### src/rtl/mem_sched_arbiter_pkg.sv
// Shared types for the main-memory arbiter: FSM state codes and grant identifiers.
package mem_sched_arbiter_pkg;

   typedef enum logic [1:0] {
      ARB_IDLE  = 2'd0,
      ARB_BUSY  = 2'd1,
      ARB_DRAIN = 2'd2
   } arb_state_e;

   typedef enum logic [1:0] {
      GNT_NONE = 2'b00,
      GNT_IC   = 2'b01,
      GNT_DW   = 2'b10,
      GNT_DR   = 2'b11
   } grant_e;

endpackage

### src/rtl/mem_sched_arbiter_prio_select.sv
// Combinational winner select: fixed priority dc_write > dc_read > ic_read, with an
// I-cache starvation override that still yields to a pending write to the same line.
module mem_sched_arbiter_prio_select
   import mem_sched_arbiter_pkg::*;
#(
   parameter int LINE_W = 28
) (
   input  logic              ic_req_i,
   input  logic              dr_req_i,
   input  logic              dw_req_i,
   input  logic [LINE_W-1:0] ic_line_i,
   input  logic [LINE_W-1:0] dw_line_i,
   input  logic              starved_i,
   output grant_e            grant_o
);

   logic same_line;

   assign same_line = (ic_line_i == dw_line_i);

   always_comb begin
      grant_o = GNT_NONE;
      if (starved_i && ic_req_i) begin
         // a promoted IC read must not overtake a write to its own line
         grant_o = (dw_req_i && same_line) ? GNT_DW : GNT_IC;
      end else if (dw_req_i) begin
         grant_o = GNT_DW;
      end else if (dr_req_i) begin
         grant_o = GNT_DR;
      end else if (ic_req_i) begin
         grant_o = GNT_IC;
      end
   end

endmodule

### src/rtl/mem_sched_arbiter.sv
// Shares the main-memory port between I-cache read, D-cache read and D-cache write.
// state | meaning
// IDLE  | evaluate requests, launch winner next edge
// BUSY  | mem_enable held, waiting for mem_ack or watchdog expiry
// DRAIN | wait for mem_ack low and granted request dropped
module mem_sched_arbiter
   import mem_sched_arbiter_pkg::*;
#(
   parameter int ADDR_W     = 32,
   parameter int DATA_W     = 128,
   parameter int LINE_OFF   = 4,
   parameter int STARVE_MAX = 4,
   parameter int TIMEOUT    = 255
) (
   input  logic              clk_i,
   input  logic              reset_i,
   input  logic              ic_read_req_i,
   input  logic [ADDR_W-1:0] ic_read_addr_i,
   output logic              ic_read_ack_o,
   output logic [DATA_W-1:0] ic_read_data_o,
   input  logic              dc_read_req_i,
   input  logic [ADDR_W-1:0] dc_read_addr_i,
   output logic              dc_read_ack_o,
   output logic [DATA_W-1:0] dc_read_data_o,
   input  logic              dc_write_req_i,
   input  logic [ADDR_W-1:0] dc_write_addr_i,
   input  logic [DATA_W-1:0] dc_write_data_i,
   output logic              dc_write_ack_o,
   output logic              mem_enable_o,
   output logic              mem_rw_o,
   output logic [ADDR_W-1:0] mem_addr_o,
   output logic [DATA_W-1:0] mem_data_in_o,
   input  logic              mem_ack_i,
   input  logic [DATA_W-1:0] mem_data_out_i,
   output logic [1:0]        grant_id_o,
   output logic              timeout_err_o
);

   localparam int SW = $clog2(STARVE_MAX + 1);

   arb_state_e        state_q, state_d;
   grant_e            grant_q, grant_d, win;
   logic              mem_en_q, mem_en_d;
   logic              mem_rw_q, mem_rw_d;
   logic [ADDR_W-1:0] mem_addr_q, mem_addr_d;
   logic [DATA_W-1:0] mem_wdata_q, mem_wdata_d;
   logic [DATA_W-1:0] ic_rdata_q, ic_rdata_d;
   logic [DATA_W-1:0] dc_rdata_q, dc_rdata_d;
   logic              ic_ack_q, ic_ack_d;
   logic              dr_ack_q, dr_ack_d;
   logic              dw_ack_q, dw_ack_d;
   logic [SW-1:0]     starve_q, starve_d;
   logic [7:0]        wd_q, wd_d;
   logic              to_err_q, to_err_d;
   logic              starved;
   logic              granted_req;

   assign starved = (starve_q == SW'(STARVE_MAX));

   mem_sched_arbiter_prio_select #(
      .LINE_W (ADDR_W - LINE_OFF)
   ) u_prio (
      .ic_req_i  (ic_read_req_i),
      .dr_req_i  (dc_read_req_i),
      .dw_req_i  (dc_write_req_i),
      .ic_line_i (ic_read_addr_i[ADDR_W-1:LINE_OFF]),
      .dw_line_i (dc_write_addr_i[ADDR_W-1:LINE_OFF]),
      .starved_i (starved),
      .grant_o   (win)
   );

   always_comb begin
      case (grant_q)
         GNT_IC:  granted_req = ic_read_req_i;
         GNT_DW:  granted_req = dc_write_req_i;
         GNT_DR:  granted_req = dc_read_req_i;
         default: granted_req = 1'b0;
      endcase
   end

   always_comb begin
      state_d     = state_q;
      grant_d     = grant_q;
      mem_en_d    = mem_en_q;
      mem_rw_d    = mem_rw_q;
      mem_addr_d  = mem_addr_q;
      mem_wdata_d = mem_wdata_q;
      ic_rdata_d  = ic_rdata_q;
      dc_rdata_d  = dc_rdata_q;
      ic_ack_d    = 1'b0;
      dr_ack_d    = 1'b0;
      dw_ack_d    = 1'b0;
      starve_d    = starve_q;
      wd_d        = wd_q;
      to_err_d    = to_err_q;
      case (state_q)
         ARB_IDLE: begin
            grant_d = GNT_NONE;
            if (!ic_read_req_i) starve_d = '0;
            if (win != GNT_NONE) begin
               state_d  = ARB_BUSY;
               grant_d  = win;
               mem_en_d = 1'b1;
               wd_d     = '0;
               case (win)
                  GNT_IC: begin
                     mem_rw_d   = 1'b1;
                     mem_addr_d = ic_read_addr_i;
                     starve_d   = '0;
                  end
                  GNT_DR: begin
                     mem_rw_d   = 1'b1;
                     mem_addr_d = dc_read_addr_i;
                  end
                  default: begin
                     mem_rw_d    = 1'b0;
                     mem_addr_d  = dc_write_addr_i;
                     mem_wdata_d = dc_write_data_i;
                  end
               endcase
               // saturating count of D-side wins while the I-cache waits
               if (win != GNT_IC && ic_read_req_i && !starved) starve_d = starve_q + 1'b1;
            end
         end
         ARB_BUSY: begin
            wd_d = wd_q + 8'd1;
            if (mem_ack_i) begin
               mem_en_d = 1'b0;
               state_d  = ARB_DRAIN;
               case (grant_q)
                  GNT_IC: begin
                     ic_rdata_d = mem_data_out_i;
                     ic_ack_d   = 1'b1;
                  end
                  GNT_DR: begin
                     dc_rdata_d = mem_data_out_i;
                     dr_ack_d   = 1'b1;
                  end
                  default: dw_ack_d = 1'b1;
               endcase
            end else if (wd_d == 8'(TIMEOUT)) begin
               to_err_d = 1'b1;
               mem_en_d = 1'b0;
               state_d  = ARB_DRAIN;
            end
         end
         ARB_DRAIN: begin
            if (!mem_ack_i && !granted_req) begin
               state_d = ARB_IDLE;
               grant_d = GNT_NONE;
            end
         end
         default: begin
            state_d = ARB_IDLE;
            grant_d = GNT_NONE;
         end
      endcase
   end

   always_ff @(posedge clk_i or posedge reset_i) begin
      if (reset_i) begin
         state_q     <= ARB_IDLE;
         grant_q     <= GNT_NONE;
         mem_en_q    <= 1'b0;
         mem_rw_q    <= 1'b0;
         mem_addr_q  <= '0;
         mem_wdata_q <= '0;
         ic_rdata_q  <= '0;
         dc_rdata_q  <= '0;
         ic_ack_q    <= 1'b0;
         dr_ack_q    <= 1'b0;
         dw_ack_q    <= 1'b0;
         starve_q    <= '0;
         wd_q        <= '0;
         to_err_q    <= 1'b0;
      end else begin
         state_q     <= state_d;
         grant_q     <= grant_d;
         mem_en_q    <= mem_en_d;
         mem_rw_q    <= mem_rw_d;
         mem_addr_q  <= mem_addr_d;
         mem_wdata_q <= mem_wdata_d;
         ic_rdata_q  <= ic_rdata_d;
         dc_rdata_q  <= dc_rdata_d;
         ic_ack_q    <= ic_ack_d;
         dr_ack_q    <= dr_ack_d;
         dw_ack_q    <= dw_ack_d;
         starve_q    <= starve_d;
         wd_q        <= wd_d;
         to_err_q    <= to_err_d;
      end
   end

   assign ic_read_ack_o  = ic_ack_q;
   assign ic_read_data_o = ic_rdata_q;
   assign dc_read_ack_o  = dr_ack_q;
   assign dc_read_data_o = dc_rdata_q;
   assign dc_write_ack_o = dw_ack_q;
   assign mem_enable_o   = mem_en_q;
   assign mem_rw_o       = mem_rw_q;
   assign mem_addr_o     = mem_addr_q;
   assign mem_data_in_o  = mem_wdata_q;
   assign grant_id_o     = grant_q;
   assign timeout_err_o  = to_err_q;

endmodule

### config.mk
export PLATFORM = sky130hd
export DESIGN_NAME = mem_sched_arbiter
export DESIGN_NICKNAME = d
export VERILOG_FILES = /design/src/rtl/mem_sched_arbiter_pkg.sv /design/src/rtl/mem_sched_arbiter_prio_select.sv /design/src/rtl/mem_sched_arbiter.sv
export SDC_FILE = /design/constraint.sdc
export NUM_CORES = 1
export LEC_CHECK = 0
export BUFFER_PORTS_ARGS = -buffer_cell sky130_fd_sc_hd__buf_2
export CAP_MARGIN = 20
export CORE_AREA = 2 2 303 305
export CTS_CLUSTER_SIZE = 30
export DETAILED_ROUTE_END_ITERATION = 8
export DIE_AREA = 0 0 305 307
export SYNTH_ARGS = -nofsm -noshare
export SYNTH_HDL_FRONTEND = slang
export SYNTH_SLANG_ARGS = --single-unit
export TNS_END_PERCENT = 1
### constraint.sdc
create_clock -name clk_i -period 19.6 [get_ports clk_i]
set_input_delay 0.98 -clock clk_i [delete_from_list [all_inputs] [get_ports clk_i]]
set_output_delay 0.98 -clock clk_i [all_outputs]
set_load 0.1 [all_outputs]
==> results.toml <==
[clock_network]
clk_latency_ns = 0.60
holdBufCountCts = 0
post_cts_buffers = 0
cts_sinks = 437
cts-root-buf = "clkbuf_16"
cts_buffers = 49
cts_resized = 0
htreeDepth = 2
cts_buffer_depth = 3
tritoncts = "yes"
path_clk_slew_ns = 0.06

[final_layout]
drive_above_1_share = 0.4503
nets = 2571
instances_no_fill = 3433
fillers = 9616
syn2layout_area_growth_pct = 38.25

[synth]
seq_area_frac_synth = 0.6188
synth_warnings = 0
yosysTopAreaCellShare = 0.6188
synth_edf_count = 0
postSynthAreaPerCell_um2 = 12.27
synth_nets = 1802
netlist_area_um2 = 17670
synth_area_leaders = "dfrtp_1 62%, nand2_1 9.0%, mux2_1 8.7%, mux2_2 7.8%, o211ai_1 1.9%"
ys_types = 53
synth_common_cells = "437 x dfrtp_1, 422 x nand2_1, 137 x mux2_1"
synth.ff_latch_count = 437
synthFlopType = "dfrtp_1"
synth_top_cell_by_area = "dfrtp_1"
synth_cells = 1440
synthMostInstantiatedCell = "dfrtp_1"
ys_async_sr_fraction = 1.000

[global_routing]
antenna_found_initial = 7
grt_first_pass_wirelength_mm = 89.10
first_global_vias = 14150
grt.total_usage = 0.1229
grt.overflow.total = 0
grt_max_degree = 117

[outcome]
status = "finished clean"

[route]
dr.pass1.iters = 5
drc = 0
num_vias = 13780
routed_wl_mm = 59.39
vias_per_cell = 4.015
first_iter_violations = 651
antenna_left = 0
post_drt_wl_per_cell_um = 17.30

[hold_path]
hold_class = "reg -> reg"

[floorplanning]
pin_count = 782
initial_utilization = 0.1948
fp.coreArea_um2 = 90690
dieWidth_um = 305
rows = 111
design.die.area_um2 = 93640
die_h_um = 307

[placement]
place_congestion = 0.8409
dp.cells = 3344
hpwl_mm = 43.94
portBuffers = 781

[sta]
skew_ns = 0.01515
post-route-period-util = 0.2008
rsz0062_at_grt = "false"
setup_violations = 0
fin_crit_ns = 3.935
timing.hold.ws_ns = 0.4654
slew_headroom = 0.3284
tns_ns = 0
max_freq_mhz = 254.1
finalHoldViolCount = 0
tightest_slew_ns = 1.007
maxSlewViolCount = 0

[critical_path]
worstPathMaxFanout = 74
arrival_ns = 4.41
critical_path_class = "in -> reg"
crit_path_start_kind = "primary input"
worst_setup_path_end_kind = "flop"
critPathRequiredTime_ns = 20.07

[flow_run]
maxCapViolCount = 0
==> final timing paths <==
path	from	end	slack, ns	cells past startpoint
max in group asynchronous	reset_i	dc_read_data_o[96]	15.98	5
hold reg to reg	dc_read_data_o[42]	dc_read_data_o[42]	0.47	2
setup reg to reg	state_q[0]	dc_read_data_o[119]	15.86	7
min in group asynchronous	reset_i	ic_read_data_o[0]	0.56	2
hold / removal	dc_read_data_o[42]	dc_read_data_o[42]	0.47	2
setup / recovery	dc_write_addr_i[30]	mem_data_in_o[82]	15.67	8
==> registers in the layout, summed over array words and instances (netlist names) <==
register	cells
mem_enable_o	1
ic_read_data_o	128
state_q	2
mem_data_in_o	128
starve_q	3
mem_rw_o	1
wd_q	8
dc_read_data_o	128
ic_read_ack_o	1
dc_write_ack_o	1
mem_addr_o	32
dc_read_ack_o	1
grant_id_o	2
timeout_err_o	1
==> worst max-delay path, cell delays in order <==
cell	delay, ns
buf_2	0.12
xnor2_1	0.44
nand4_1	0.24
nor4_1	0.27
and4_1	0.26
o21a_4	0.70
buf_4	0.84
mux2_1	0.40
==> cell usage in the layout (no fill, tap or decap), types with 2 or more instances in the layout <==
cell / count
o21ai_0: 16
o211a_1: 5
a21o_1: 2
clkinv_2: 4
ha_1: 4
a211o_1: 5
nand3_1: 6
a21oi_1: 9
nor2_1: 18
mux2_2: 122
nor2b_1: 5
bufinv_16: 4
o211ai_1: 44
clkbuf_1: 11
nand2b_1: 2
and2_1: 6
nand2_1: 422
buf_4: 19
mux2_1: 137
o31ai_1: 3
clkbuf_16: 50
a31oi_1: 4
xor2_1: 3
clkbuf_8: 15
dfrtp_1: 437
nor4_1: 3
nand4_1: 11
mux2i_1: 28
a21boi_0: 2
xnor2_1: 27
diode_2: 2
buf_2: 781
inv_1: 9
nor3_1: 2
o21ba_2: 2
==> cell type report <==
class	count	area [um^2]	area share
sequential	437	10940	0.4476
multi-input combinational	910	6231	0.2551
timing repair buffer	800	4051	0.1658
clock buffer	76	1499	0.06136
tap	1186	1484	0.06074
clock inverter	11	172.7	0.007068
inverter	11	51.30	0.002100
antenna	2	5.005	0.0002049
==> metal layers <==
layer | vias to the layer above | wire length, um | track usage
li1 | 6386 | - | -
met1 | 6677 | 23610 | 0.1469
met2 | 612 | 27750 | 0.1982
met3 | 101 | 6361 | 0.05293
met4 | 8 | 1614 | 0.04006
met5 | - | 61 | 0
==> stage by stage <==
stage	worst slack, ns	cell area, um^2	utilization
2_1_floorplan	6.447	17670	-
3_3_place_gp	15.03	22750	0.2509
3_5_place_dp	15.08	22750	0.2509
4_1_cts	15.62	24420	0.2693
5_1_grt	15.40	24430	0.2693
6_report	15.67	24430	0.2694
==> kinds of logic (layout without fill, tap and decap cells) <==
family                     count (synthesis)  count (layout)  share of synthesized area
muxes                                    287             287                     0.1809
other                                      0               2                          0
AOI/OAI and AO/OA                        104             104                    0.04284
xor gates and xnor gates                  30              30                    0.01487
DFF                                      437             437                     0.6188
adders and majority gates                  4               4                   0.002832
buffers and inverters                     93             898                    0.03002
and+or+nand+nor                          485             485                     0.1097
Power is not shown: default switching activity piles up to over one toggle a cycle in this logic, so the estimate is an artifact.
